## src/rtl/dance_sequencer.sv

```systemverilog
// Purpose : pattern/serial stimulus generator feeding the LightDance shift/load register.
// Latency : en seen at edge k -> load high in the cycle after edge k; frame = 1 + SHIFT_LEN cycles.
// Backpressure: none; en low stalls to IDLE (mid-SHIFT drop restarts the same pattern).
//
// Ports:
//   clk        system clock, rising edge
//   arst       asynchronous reset, active-low
//   en         run enable
//   mode       din source select, captured when leaving LOAD
//   load       parallel-load strobe (one cycle per frame)
//   pdata      ROM[pat_idx]
//   din        serial bit during SHIFT, 0 otherwise
//   pat_idx    current pattern index
//   busy       state != IDLE
//   frame_done high on the last SHIFT cycle of a frame
module dance_sequencer #(
    parameter int SHIFT_LEN = 8
) (
    input  logic       clk,
    input  logic       arst,
    input  logic       en,
    input  logic [1:0] mode,
    output logic       load,
    output logic [7:0] pdata,
    output logic       din,
    output logic [1:0] pat_idx,
    output logic       busy,
    output logic       frame_done
);

    typedef enum logic [1:0] {
        ST_IDLE  = 2'd0,
        ST_LOAD  = 2'd1,
        ST_SHIFT = 2'd2
    } state_t;

    localparam logic [7:0] LAST_CNT  = 8'(SHIFT_LEN - 1);
    localparam logic [7:0] LFSR_SEED = 8'hA5;

    state_t     state_q, state_d;
    logic [1:0] pat_idx_q, pat_idx_d;
    logic [7:0] cnt_q, cnt_d;
    logic [1:0] mode_q, mode_d;
    logic       alt_q, alt_d;
    logic [7:0] lfsr_q, lfsr_d;

    logic       load_q, load_d;
    logic       din_q, din_d;
    logic       busy_q, busy_d;
    logic       fdone_q, fdone_d;

    // Next-state logic for the sequencing registers.
    always_comb begin
        state_d   = state_q;
        pat_idx_d = pat_idx_q;
        cnt_d     = cnt_q;
        mode_d    = mode_q;
        alt_d     = alt_q;
        lfsr_d    = lfsr_q;
        case (state_q)
            ST_IDLE: begin
                if (en) state_d = ST_LOAD;
            end
            ST_LOAD: begin
                mode_d  = mode;
                alt_d   = 1'b1;
                cnt_d   = 8'd0;
                state_d = en ? ST_SHIFT : ST_IDLE;
            end
            ST_SHIFT: begin
                cnt_d  = cnt_q + 8'd1;
                alt_d  = ~alt_q;
                // LFSR free-runs across frames; only reset reseeds it.
                lfsr_d = {lfsr_q[6:0], lfsr_q[7] ^ lfsr_q[5] ^ lfsr_q[4] ^ lfsr_q[3]};
                if (cnt_q == LAST_CNT) begin
                    // Completed frame advances the pattern even if en drops here.
                    pat_idx_d = pat_idx_q + 2'd1;
                    state_d   = en ? ST_LOAD : ST_IDLE;
                end else if (!en) begin
                    state_d = ST_IDLE;
                end
            end
            default: begin
                state_d = ST_IDLE;
            end
        endcase
    end

    // Outputs are registered: decode them from the next-state values so they
    // line up with the state they describe.
    always_comb begin
        load_d  = (state_d == ST_LOAD);
        busy_d  = (state_d != ST_IDLE);
        fdone_d = (state_d == ST_SHIFT) && (cnt_d == LAST_CNT);
        din_d   = 1'b0;
        if (state_d == ST_SHIFT) begin
            case (mode_d)
                2'd0:    din_d = 1'b0;
                2'd1:    din_d = 1'b1;
                2'd2:    din_d = alt_d;
                default: din_d = lfsr_d[7];
            endcase
        end
    end

    always_ff @(posedge clk or negedge arst) begin
        if (!arst) begin
            state_q   <= ST_IDLE;
            pat_idx_q <= 2'd0;
            cnt_q     <= 8'd0;
            mode_q    <= 2'd0;
            alt_q     <= 1'b1;
            lfsr_q    <= LFSR_SEED;
            load_q    <= 1'b0;
            din_q     <= 1'b0;
            busy_q    <= 1'b0;
            fdone_q   <= 1'b0;
        end else begin
            state_q   <= state_d;
            pat_idx_q <= pat_idx_d;
            cnt_q     <= cnt_d;
            mode_q    <= mode_d;
            alt_q     <= alt_d;
            lfsr_q    <= lfsr_d;
            load_q    <= load_d;
            din_q     <= din_d;
            busy_q    <= busy_d;
            fdone_q   <= fdone_d;
        end
    end

    always_comb begin
        case (pat_idx_q)
            2'd0:    pdata = 8'h55;
            2'd1:    pdata = 8'h0F;
            2'd2:    pdata = 8'h81;
            default: pdata = 8'h3C;
        endcase
    end

    assign load       = load_q;
    assign din        = din_q;
    assign busy       = busy_q;
    assign frame_done = fdone_q;
    assign pat_idx    = pat_idx_q;

endmodule

```

## config.mk

```make
export PLATFORM = sky130hd
export DESIGN_NAME = dance_sequencer
export DESIGN_NICKNAME = d
export VERILOG_FILES = /design/src/rtl/dance_sequencer.sv
export SDC_FILE = /design/constraint.sdc
export NUM_CORES = 1
export LEC_CHECK = 0
export ABC_AREA = 1
export CORE_UTILIZATION = 36
export DETAILED_ROUTE_END_ITERATION = 8
export PLACE_DENSITY = 0.57
export SYNTH_ARGS = -nofsm -noshare
export SYNTH_HDL_FRONTEND = slang
export SYNTH_SLANG_ARGS = --single-unit
```

## constraint.sdc

```tcl
create_clock -name clk -period 1.4 [get_ports clk]
set_input_delay 0.14 -clock clk [delete_from_list [all_inputs] [get_ports clk]]
set_output_delay 0.14 -clock clk [all_outputs]
set_load 0.05 [all_outputs]
```

==> results of run 1 <==
registers in the layout, indices dropped and copies added, names as in the netlist:
| register | flops |
|---|---|
| mode_q | 2 |
| pat_idx | 2 |
| din | 1 |
| cnt_q | 8 |
| alt_q | 1 |
| lfsr_q | 8 |
| load | 1 |
| frame_done | 1 |
| busy | 1 |
| state_q | 2 |
what timing repair did:
action                                  CTS  global route
resized for setup                        29            36
endpoints found under the setup margin    9            15
buffers inserted                          6             7
pin swaps                                14            10
gates cloned                              0             0
worst max-delay path, delay by kind of cell (launching register included):
kind	cells	cell delay [ns]
buffers and inverters	3	0.31
flip-flops	1	0.40
adder cells (fa/ha/maj)	1	0.33
AND/OR/NAND/NOR	5	0.42
how the worst max path moves through the flow:
| stage | startpoint | to | slack [ns] | cells past startpoint |
|---|---|---|---|---|
| after floorplan | state_q[1] | frame_done | -0.009 | 12 |
| after global placement | state_q[1] | frame_done | -0.08 | 9 |
| after detailed placement | state_q[1] | frame_done | -0.13 | 11 |
| after CTS | state_q[0] | frame_done | -0.14 | 12 |
| after global routing | state_q[1] | frame_done | -0.31 | 10 |
| final | state_q[1] | cnt_q[4] | -0.18 | 9 |
per-layer routing:
metal,vias up,share of wire
li1,644,-
met1,610,0.44
met2,17,0.51
met3,7,0.021
met4,0,0.024
met5,-,0
cell type report:
type | count | area share
Timing Repair Buffer | 51 | 0.236
Clock buffer | 4 | 0.0193
Tap cell | 48 | 0.0257
Multi-Input combinational cell | 115 | 0.365
Inverter | 36 | 0.0615
Sequential cell | 27 | 0.293
kinds of logic (layout without fill, tap and decap cells):
family | Yosys count | after routing
XOR/XNOR | 4 | 4
flip-flops | 27 | 27
buffers and inverters | 38 | 91
AO/OA/AOI/OAI | 20 | 20
adder cells (fa/ha/maj) | 10 | 10
AND/OR/NAND/NOR | 81 | 81
where the power goes:
part           switching (mW)  total [mW]  internal [mW]
registers              0.0877        1.02          0.928
logic                    1.15        2.07          0.916
clock network           0.245       0.450          0.205
cells in the mapped netlist, drive strengths merged (2+ instances only):
master	number
dfrtp	22
ha	10
a21oi	5
buf	2
inv	36
o21ai	14
nor2	15
or2	3
dfstp	5
nand2	51
nand3	11
xor2	3
==> results.txt, run 1 <==
- The run finished, with violations left.
* Failing checks: setup timing
* Starting DRT DRC Count: 48
- Detailed placement finished with a half-perimeter wire length of between 2 and 2.5 mm.
* Main combinational cell family by area after synthesis: simple AND/OR/NAND/NOR gates
- Static timing analysis puts the maximum clock frequency at between 600 and 700 MHz.
* Clock tree skew after final layout: roughly 0.0061 ns
- Once layout is complete, the utilization of the core stands at 0.620.
- The clock passes through at most 2 buffers.
- Post-synthesis area per instance: between 8 and 9 um^2
- Count of hold-fix buffers inserted at cts: 0
- Starting utilization of the core area: 0.387
- Walking the worst path, the cells encountered are inv_2, ha_4, nand2_2, nor2_4, nand2_2, nand2_1, nor2_1, buf_4, buf_4.
* Area of placed instances: 1970 um^2
* Layout cell share with drive strength beyond 1: 0.502
* Ratio of routed vias to standard cells: ~4.5
- Proportion of synthesized chip area in sequential cells: 0.467
- The cell sitting at the root of the clock tree is a sky130_fd_sc_hd__clkbuf_8.
* Synthesized netlist cell count: 180
* Fraction of synthesized cell area taken by the top area cell type: 0.377
- Worst Hold Slack: around 0.23 ns
- Count of final max-slew check failures: 0
- H-tree depth reported by CTS: 1
- On the worst path, the slowest cell contributes a delay of approximately 0.40 ns.
- Horizontal die dimension: 65.7 um
* Remaining global-route overflow: 0
- Static Leak: 1.10 nW
- The detail route stage leaves a number of antenna-violating nets equal to 0.
- Yosys warnings: 0
* Met2 track demand over resource: 0.291
- In the post-synthesis netlist, the biggest area contributors are sky130_fd_sc_hd__dfrtp_1, sky130_fd_sc_hd__nand2_1, sky130_fd_sc_hd__dfstp_2.
- Including well taps, the total number of placed cells is 265.
- First-pass GRT wire length: about 5.6 mm
- sky130_fd_sc_hd__dfrtp_1 takes more of the synthesized area than any other cell.
* Critical path fanouts, max: 7
- Post-Synthesis Cell Area: 1460 um^2
* Total negative setup slack: -0.777 ns
* EDFF count, synth: 0
* Routing layer with the top usage in global route: met2
- Remaining max-slew budget at the tightest pin: 0.760
- Of the total synthesized cell area, the portion taken by AND, OR, NAND and NOR gates is 0.246.
- Timing analysis after detailed placement gives a worst setup slack of -0.132 ns.
* Mapped Nets: around 200
- The area growth from synthesis to layout is 60.4%.
* Initial antenna violation count: 0
- Flop and latch count out of synthesis: 27
- Input and output buffers added on the ports amount to 18.
- Clock buffer count from CTS: 3
- In the final layout, the multi-input gates occupy between 800 and 900 um^2.
- Worst-path clk slew: roughly 0.09 ns
- CP required: about 1.6 ns
- Rows: 22
- The worst register-to-register path has a depth of 9.
- Of the post-synthesis cell area, the part taken by muxes is 0.
* Met1 usage: 0.214
- Worst Path Class, Setup: flip-flop to flip-flop
- Layout Cell Area excl Fill: 2340 um^2
- Xor/xnor cell area share of the yosys netlist: 0.0240
- Overall fraction of global-route tracks in use: 0.174
- After layout, the design draws a total of 3.53 mW.
- The via count of the first global-routing pass was between 1000 and 1500.
- Startpoint of the lowest-slack register-to-register path: state_q[1]
* Number of cells in the finished layout apart from fillers: 281
* Category of the worst setup path launch point: flip-flop
* Number of sinks handled by clock tree synthesis: 27
* Placer congestion estimate: approximately 0.9
* Number of max-capacitance violations reported: 0
- Across the VDD grid, the largest voltage drop is around 0.0014 V.
* Remaining routing DRC violations: 0
* Met3 routing resource usage after global routing: 0.0313
* Leading register cell type out of synthesis: sky130_fd_sc_hd__dfrtp_1
- The first detailed-routing pass took 4 iterations.
- The final hold violation count came to 0.
- Worst hold-check path type: input pin to async pin
* Final #Nets: approximately 250
- Die height: approximately 66 um
- Clock tree from TritonCTS: done
* FILL cells: 302
- Number of endpoints failing setup at the final stage: 10
* Maximum number of pins on one net before global-route repair: 28
* Count of pins on the block boundary: 19
* Total power divided by cell area: around 1500 nW/um^2
- The worst register-to-register path ends at cnt_q[4].
- Combined flip-flop and latch cell area: roughly 700 um^2
* Count of antenna diodes in the layout: 0
- The library cell used most frequently in the layout, excluding fill and tap cells, is sky130_fd_sc_hd__nand2_1.
* Synthesized-area fraction occupied by adder cells: 0.0858
- The routed design could run at a clock period as short as 1.58 ns.
- The top cell types in the final layout, fill and taps aside, are sky130_fd_sc_hd__nand2_1, sky130_fd_sc_hd__buf_4, sky130_fd_sc_hd__inv_1.
- The fraction of the mapped netlist area in compound gates is 0.0755.
* Area of the core: between 3000 and 4000 um^2
* Worst Setup End Kind: flip-flop
- At the worst endpoint, the arrival time is roughly 1.8 ns.
* Final Cycle Share: 1.13
- Slew at the pin closest to its max-slew limit: between 0.3 and 0.4 ns
- Counting flops with an async set or reset pin after synthesis yields a share of 1.00.
- Average routed wire per standard cell: roughly 12 um
- The routed layout has around 1300 vias.
* Synth unique cells: 23
- Summed over all layers, the routed wires come to around 3.4 mm.
- Area of the die: roughly 4300 um^2
- In this run the register-to-register setup slack is -0.18 ns.
- For the worst-skew pair, the clock arrives at the later sink with an insertion delay of between 0.2 and 0.3 ns.
- The slowest stage of the critical path belongs to the cell sky130_fd_sc_hd__dfrtp_1.
- Setup repair after global routing missed its margin: yes
- In the post-route analysis, the smallest setup slack over all paths is -0.184 ns.
Power figures use the tool's default switching activity.
==> run 2: changes to the inputs <==
Settings changed: CORE_ASPECT_RATIO from default to 0.75.
==> run 2 against run 1 <==
Against the previous run: the flow still finishes with violations (setup timing); hold slack worse by 0.0058 ns; cell count up 3.6%; first-iteration DRC count down 21%; sequential power about the same; count of clock-buffer cells in the layout unchanged; core utilization up 2.1 points; fmax up 0.80%; via count up 4.8%; clock power down 2%; critical endpoint is now frame_done.
==> results.txt, run 2 (synthesis gave the netlist of run 1 again) <==
- Final HPWL DP: ~2.4 mm
- Synth-to-Final Area Change: 65.3%
- Crit. Startpoint: state_q[0]
* Most frequent cells in the layout: sky130_fd_sc_hd__nand2_1, sky130_fd_sc_hd__buf_4, sky130_fd_sc_hd__inv_1
- The largest single stage delay on the critical path is between 0.3 and 0.4 ns.
* Final Cycle Share: 1.12
- Ratio of routed vias to standard cells: 4.60
- CP arrival: 1.75 ns
- Die height: between 50 and 60 um
- Count of pins on the block boundary: 19
- CTS root buf: sky130_fd_sc_hd__clkbuf_8
- The finished layout holds ~290 standard cells, fillers aside.
- Post-Route WL: 3.63 mm
- In the post-route analysis, the smallest setup slack over all paths is -0.172 ns.
* Placer congestion estimate: just under 0.9
- Starting DRT DRC Count: 38
- CP required: approximately 1.6 ns
* Area of placed instances: 1970 um^2
- Number of sinks handled by clock tree synthesis: 27
- Clk_lat worst skew: roughly 0.27 ns
- Summed over all failing endpoints, the final setup total negative slack is -0.812 ns.
* Initial antenna violation count: 0
* Cell chain of the critical path: inv_2, buf_12, ha_4, clkinv_4, nand2_2, inv_1, a21oi_2, nand2_2, nand2_1, inv_1, nand2_1, nor2_1
* Number of max-capacitance violations reported: 0
- In this run the critical register-to-register path is launched from state_q[0].
- Row generation in the floorplan step produced 19 rows.
- Worst hold-check path type: input pin to async pin
- Worst Path Class, Setup: flip-flop to flip-flop
- Worst Setup End Kind: flip-flop
* Worst vdd ir: around 0.0012 V
- First-pass GRT wire length: 5.51 mm
- The floorplan step defined a die boundary enclosing roughly 4300 um^2.
- Total power of the final layout: 3.70 mW
* H-tree depth reported by CTS: 1
- Critical path fanouts, max: 6
- The via count of the first global-routing pass was ~1200.
- Count of antenna diodes in the layout: 0
- Number of search-and-repair iterations in the first detailed-routing pass: 6
* Worst-path clk slew: around 0.09 ns
- With fillers left out, the area of the finished cells amounts to approximately 2400 um^2.
- After detailed routing, the average wire length per cell comes to roughly 12 um.
- Final #Nets: ~260
* Number of antenna-violating nets in the routed design: 0
- Total power divided by cell area: 1530 nW/um^2
- Overall fraction of global-route tracks in use: 0.170
- The number of buffers and inverters on the critical path is 5.
- Static Leak: 1.15 nW
* Layout cell share with drive strength beyond 1: 0.502
* Horizontal die dimension: around 76 um
- Buffers on Ports: 18
- The detailed router placed about 1300 vias in this run.
* Clock Path Buffers: 2
- On the final layout, the worst clock skew is approximately 0.0028 ns.
- Failing checks: setup timing
* Top Registers: cnt_q (8), lfsr_q (8)
- Highest attainable clock frequency: ~640 MHz
- After layout, the minimum clock period comes to approximately 1.6 ns.
- STA classifies the critical path startpoint as a flip-flop.
* Result of the run: finished with violations
- Starting utilization of the core area: 0.388
* Setup repair after global routing missed its margin: yes
- Number of endpoints failing setup at the final stage: 10
* Count of final max-slew check failures: 0
* Cells after DPL: between 200 and 300
* Slew at the pin closest to its max-slew limit: 0.351 ns
- Remaining global-route overflow: 0
- The floorplan step defined a core boundary enclosing approximately 3800 um^2.
- Remaining routing DRC violations: 0
- Final Hold Viols: 0
- On the critical path, the stage with the largest delay is an instance of sky130_fd_sc_hd__dfrtp_1.
* Util after Layout: 0.642
- Clock tree from TritonCTS: done
- In this run, post-CTS hold repair placed 0 buffers.
- Crit path max-delay family: buffers and inverters
* FILL cells: between 300 and 400
- Leaving out fill and tap cells, the most frequent cell in the layout is sky130_fd_sc_hd__nand2_1.
- Clock buffer count from CTS: 3
* Maximum number of pins on one net before global-route repair: 28
- Remaining max-slew budget at the tightest pin: 0.766
## run 2: cell types whose count changed in the layout (fill, tap and decap cells not counted), moves of 3 or more
cell,change
sky130_fd_sc_hd__o21ai_0,-4
sky130_fd_sc_hd__inv_1,+3
sky130_fd_sc_hd__o21ai_2,+3
sky130_fd_sc_hd__inv_2,-6
sky130_fd_sc_hd__buf_4,+7
## run 2: final timing paths
kind,to,slack (ns),depth (start not counted)
hold / removal,lfsr_q[4],0.23,2
hold reg to reg,lfsr_q[0],0.48,2
max in group asynchronous,alt_q,0.86,2
setup / recovery,frame_done,-0.17,12
min in group clk,lfsr_q[0],0.48,2
setup reg to reg,frame_done,-0.17,12
## run 2: through the flow
stage / setup slack (ns) / hold WS (ns)
2_1_floorplan: -0.00874 / -0.156
3_3_place_gp: -0.123 / 0.472
3_5_place_dp: -0.130 / 0.476
4_1_cts: -0.101 / 0.238
5_1_grt: -0.335 / 0.267
6_report: -0.172 / 0.229
## run 2: cell type report
type,count,area (um^2),area share
Sequential cell,27,684,0.284
Multi-Input combinational cell,115,861,0.357
Timing Repair Buffer,57,602,0.250
Inverter,36,154,0.0638
Clock buffer,4,45.0,0.0187
Tap cell,52,65.1,0.0270
## run 2: power breakdown
group / internal, mW / switching (mW) / total (mW)
logic: 1.03 / 1.20 / 2.23
registers: 0.928 / 0.0952 / 1.02
clock network: 0.204 / 0.239 / 0.443
total: 2.17 / 1.53 / 3.70
## run 2: routing by layer
layer	share of wire	GRT usage
met2	0.50	0.269
met1	0.46	0.242
met3	0.028	0.0371
met4	0.010	0.0317
met5	0	0
## run 2: what timing repair did
| action | CTS | global route |
|---|---|---|
| pin swaps | 9 | 13 |
| gates resized for setup | 28 | 40 |
| endpoints found under the setup margin | 10 | 15 |
| setup buffers | 9 | 10 |
## run 2: worst register-to-register path: stages (launching register included)
cell and delay [ns]:
sky130_fd_sc_hd__dfrtp_1 0.39, sky130_fd_sc_hd__inv_2 0.13, sky130_fd_sc_hd__buf_12 0.12, sky130_fd_sc_hd__ha_4 0.18, sky130_fd_sc_hd__clkinv_4 0.08, sky130_fd_sc_hd__nand2_2 0.09
sky130_fd_sc_hd__inv_1 0.08, sky130_fd_sc_hd__a21oi_2 0.12, sky130_fd_sc_hd__nand2_2 0.08, sky130_fd_sc_hd__nand2_1 0.07, sky130_fd_sc_hd__inv_1 0.04, sky130_fd_sc_hd__nand2_1 0.05
sky130_fd_sc_hd__nor2_1 0.04
==> run 3: changes to the inputs <==
Settings changed: CORE_UTILIZATION 36 to 49, PLACE_DENSITY 0.57 to 0.74.
==> run 3 against run 2 <==
Against the previous run: the flow still finishes with violations (setup timing); first-iteration DRC count up 97%; non-clock buffer count down 5; clock skew fell by 0.0014 ns; setup slack got worse by 0.14 ns; global-route usage increased by 7.9 points; hold slack improved by 0.0020 ns; core utilization increased by 22 points; cell area decreased by 2.5%; register-to-register slack worse by 0.14 ns; largest cell class unchanged; largest power group unchanged.
==> results.txt, run 3 (synthesis gave the netlist of run 1 again) <==
- Of the total power, combinational logic draws 0.599.
* Cell internal pwr: around 2.1 mW
- Starting DRT DRC Count: 75
- Maximum number of pins on one net before global-route repair: 28
- The final reports fail on setup timing.
- Headroom to the max-slew limit came out at 0.770.
- The completed layout was analyzed and its total power is between 3 and 4 mW.
- Port buffering added 18 buffers.
* Post-Route WL: approximately 4.5 mm
- No sink is reached through more buffers than the 2 on the longest clock path.
* Remaining global-route overflow: 0
- Data on the critical path arrives at its endpoint at 1.92 ns.
- Before antenna repair, the detailed router went through 4 iterations.
* Highest attainable clock frequency: 584 MHz
- Count of pins on the block boundary: 19
- TritonCTS built the clock tree.
- At the pin with the least slew margin, the transition time is between 0.3 and 0.4 ns.
* Worst Hold Slack: 0.231 ns
* Synth-to-Final Area Change: 61.1%
- FILL cells: 130
- Total power divided by cell area: between 1500 and 2000 nW/um^2
- At the end of the flow the core is filled with cells to 0.864.
* Rows: 16
- The initial utilization of the core area, before any placement, comes to 0.536.
* Area of the core: between 2000 and 3000 um^2
- Result of the run: finished with violations
- The clock reaches the later pin of the worst-skew pair after about 0.28 ns.
- After clock tree synthesis, the clock-pin slew on the worst setup and hold paths is around 0.080 ns.
- Remaining routing DRC violations: 0
* Clock buffer count from CTS: 3
* Worst hold-check path type: input pin to async pin
- Final HPWL DP: roughly 2.5 mm
- Number of antenna-violating nets in the routed design: 0
* Final #Nets: 250
- VDD sags by at most between 0.001 and 0.0015 V.
* Number of endpoints failing setup at the final stage: 14
* Share of power burned in the clock network: 0.120
- Worst Setup End Kind: flip-flop
* Count of final max-slew check failures: 0
* Ratio of routed vias to standard cells: 5.22
- The tree built by TritonCTS fans out to 27 sinks.
* Critical path fanouts, max: 7
* Category of the worst setup path launch point: flip-flop
- CTS placed an instance of sky130_fd_sc_hd__clkbuf_8 at the clock tree root.
- Static Leak: about 1.1 nW
* H-tree depth reported by CTS: 1
- Worst Path Class, Setup: flip-flop to flip-flop
- First-pass GRT wire length: just under 6 mm
- In the final routed layout, each cell accounts on average for ~17 um.
- Count of hold-fix buffers inserted at cts: 0
- Layout cell share with drive strength beyond 1: 0.483
* Horizontal die dimension: 65.0 um
* Setup repair after global routing missed its margin: yes
- Measured along the y axis, the die boundary spans ~49 um.
* Area of the die: 3200 um^2
- Final Cycle Share: 1.22
* Final Hold Viols: 0
- Detailed-route via count: approximately 1400
- Initial antenna violation count: 0
* Overall fraction of global-route tracks in use: 0.249
* Switching Power: between 1.5 and 2 mW
- Count of antenna diodes in the layout: 0
- Clock skew on the completed layout was measured at approximately 0.0014 ns.
* Top Registers: cnt_q (8), lfsr_q (8)
* Most frequent cells in the layout: sky130_fd_sc_hd__nand2_1, sky130_fd_sc_hd__buf_4, sky130_fd_sc_hd__inv_1
- CP required: around 1.6 ns
- Vias in the first global route: approximately 1300
* Fin crit period: 1.71 ns
* Least setup slack across all paths after layout: -0.312 ns
- Leaving out fill and tap cells, the most frequent cell in the layout is sky130_fd_sc_hd__nand2_1.
- Of the total power, the share spent switching nets is 0.432.
* Number of max-capacitance violations reported: 0
- Sequential cell fraction of total power: 0.281
* Placer congestion estimate: between 0.9 and 1
[run 3: cell count changes in the layout (fill, tap and decap cells not counted), moves of 3 or more]
cell and delta:
sky130_fd_sc_hd__o21ai_2 -3, sky130_fd_sc_hd__buf_4 -8, sky130_fd_sc_hd__o21ai_1 -3, sky130_fd_sc_hd__o21ai_0 +5, sky130_fd_sc_hd__nand2_2 -3, sky130_fd_sc_hd__nor2_1 -3
sky130_fd_sc_hd__buf_6 +4
[run 3: path summary, 6_finish.rpt]
| check | end | depth (start not counted) | startpoint | slack, ns |
|---|---|---|---|---|
| min in group clk | mode_q[1] | 3 | mode[1] | 0.48 |
| worst min-delay path | lfsr_q[6] | 2 | arst | 0.23 |
| worst max register to register | frame_done | 12 | state_q[0] | -0.31 |
| worst min register to register | lfsr_q[2] | 2 | lfsr_q[2] | 0.49 |
| max in group asynchronous | alt_q | 2 | arst | 0.87 |
| worst max-delay path | frame_done | 12 | state_q[0] | -0.31 |
[run 3: area by class of cell]
cell class / instances / area (um^2) / share of cell area
tap: 36 / 45.0 / 0.0192
timing repair buffer: 52 / 567 / 0.241
inverter: 36 / 146 / 0.0623
sequential: 27 / 684 / 0.291
clock buffer: 4 / 45.0 / 0.0192
multi-input combinational: 115 / 863 / 0.367
[run 3: worst max-delay path, stage by stage, from the launching register on]
cell and delay [ns]:
sky130_fd_sc_hd__dfrtp_1 0.38, sky130_fd_sc_hd__inv_2 0.09, sky130_fd_sc_hd__ha_4 0.35, sky130_fd_sc_hd__nand2_4 0.08, sky130_fd_sc_hd__nor2_4 0.15, sky130_fd_sc_hd__nand2_2 0.07, sky130_fd_sc_hd__nand2_1 0.09, sky130_fd_sc_hd__nand2_1 0.09
sky130_fd_sc_hd__nand2_2 0.08, sky130_fd_sc_hd__nand2_1 0.05, sky130_fd_sc_hd__inv_1 0.05, sky130_fd_sc_hd__nand2_1 0.05, sky130_fd_sc_hd__nor2_1 0.10
[run 3: metrics by stage]
stage | cells | instance area, um^2 | setup WS, ns | setup TNS, ns
final | 270 | 2350 | -0.312 | -1.67
after global routing | 270 | 2350 | -0.425 | -2.56
after CTS | 262 | 2100 | -0.158 | -0.496
after detailed placement | 252 | 1950 | -0.205 | -0.550
after global placement | 252 | 1950 | -0.108 | -0.185
after floorplan | 180 | 1490 | -0.00874 | -0.0175
[run 3: power by group through the flow]
stage / Sequential (mW) / Combinational [mW] / Clock (mW)
floorplan: 1.17 / 0.770 / 0
global placement: 1.02 / 1.55 / 0
detailed placement: 1.02 / 1.58 / 0
CTS: 1.01 / 1.72 / 0.441
global route: 1.04 / 2.33 / 0.481
finish: 1.03 / 2.20 / 0.440
[run 3: metal layers]
| metal | vias to the layer above | track usage | wire (um) |
|---|---|---|---|
| li1 | 648 | - | - |
| met1 | 702 | 0.309 | 1930 |
| met2 | 45 | 0.439 | 2260 |
| met3 | 14 | 0.0561 | 209 |
| met4 | 0 | 0.0481 | 96 |
| met5 | - | 0 | 0 |
[run 3: timing repair]
item / CTS / global route
hold endpoints to repair: 0 / 0
setup buffers: 6 / 9
pin swaps: 5 / 16
setup endpoints to repair: 11 / 19
gates resized for setup: 17 / 48
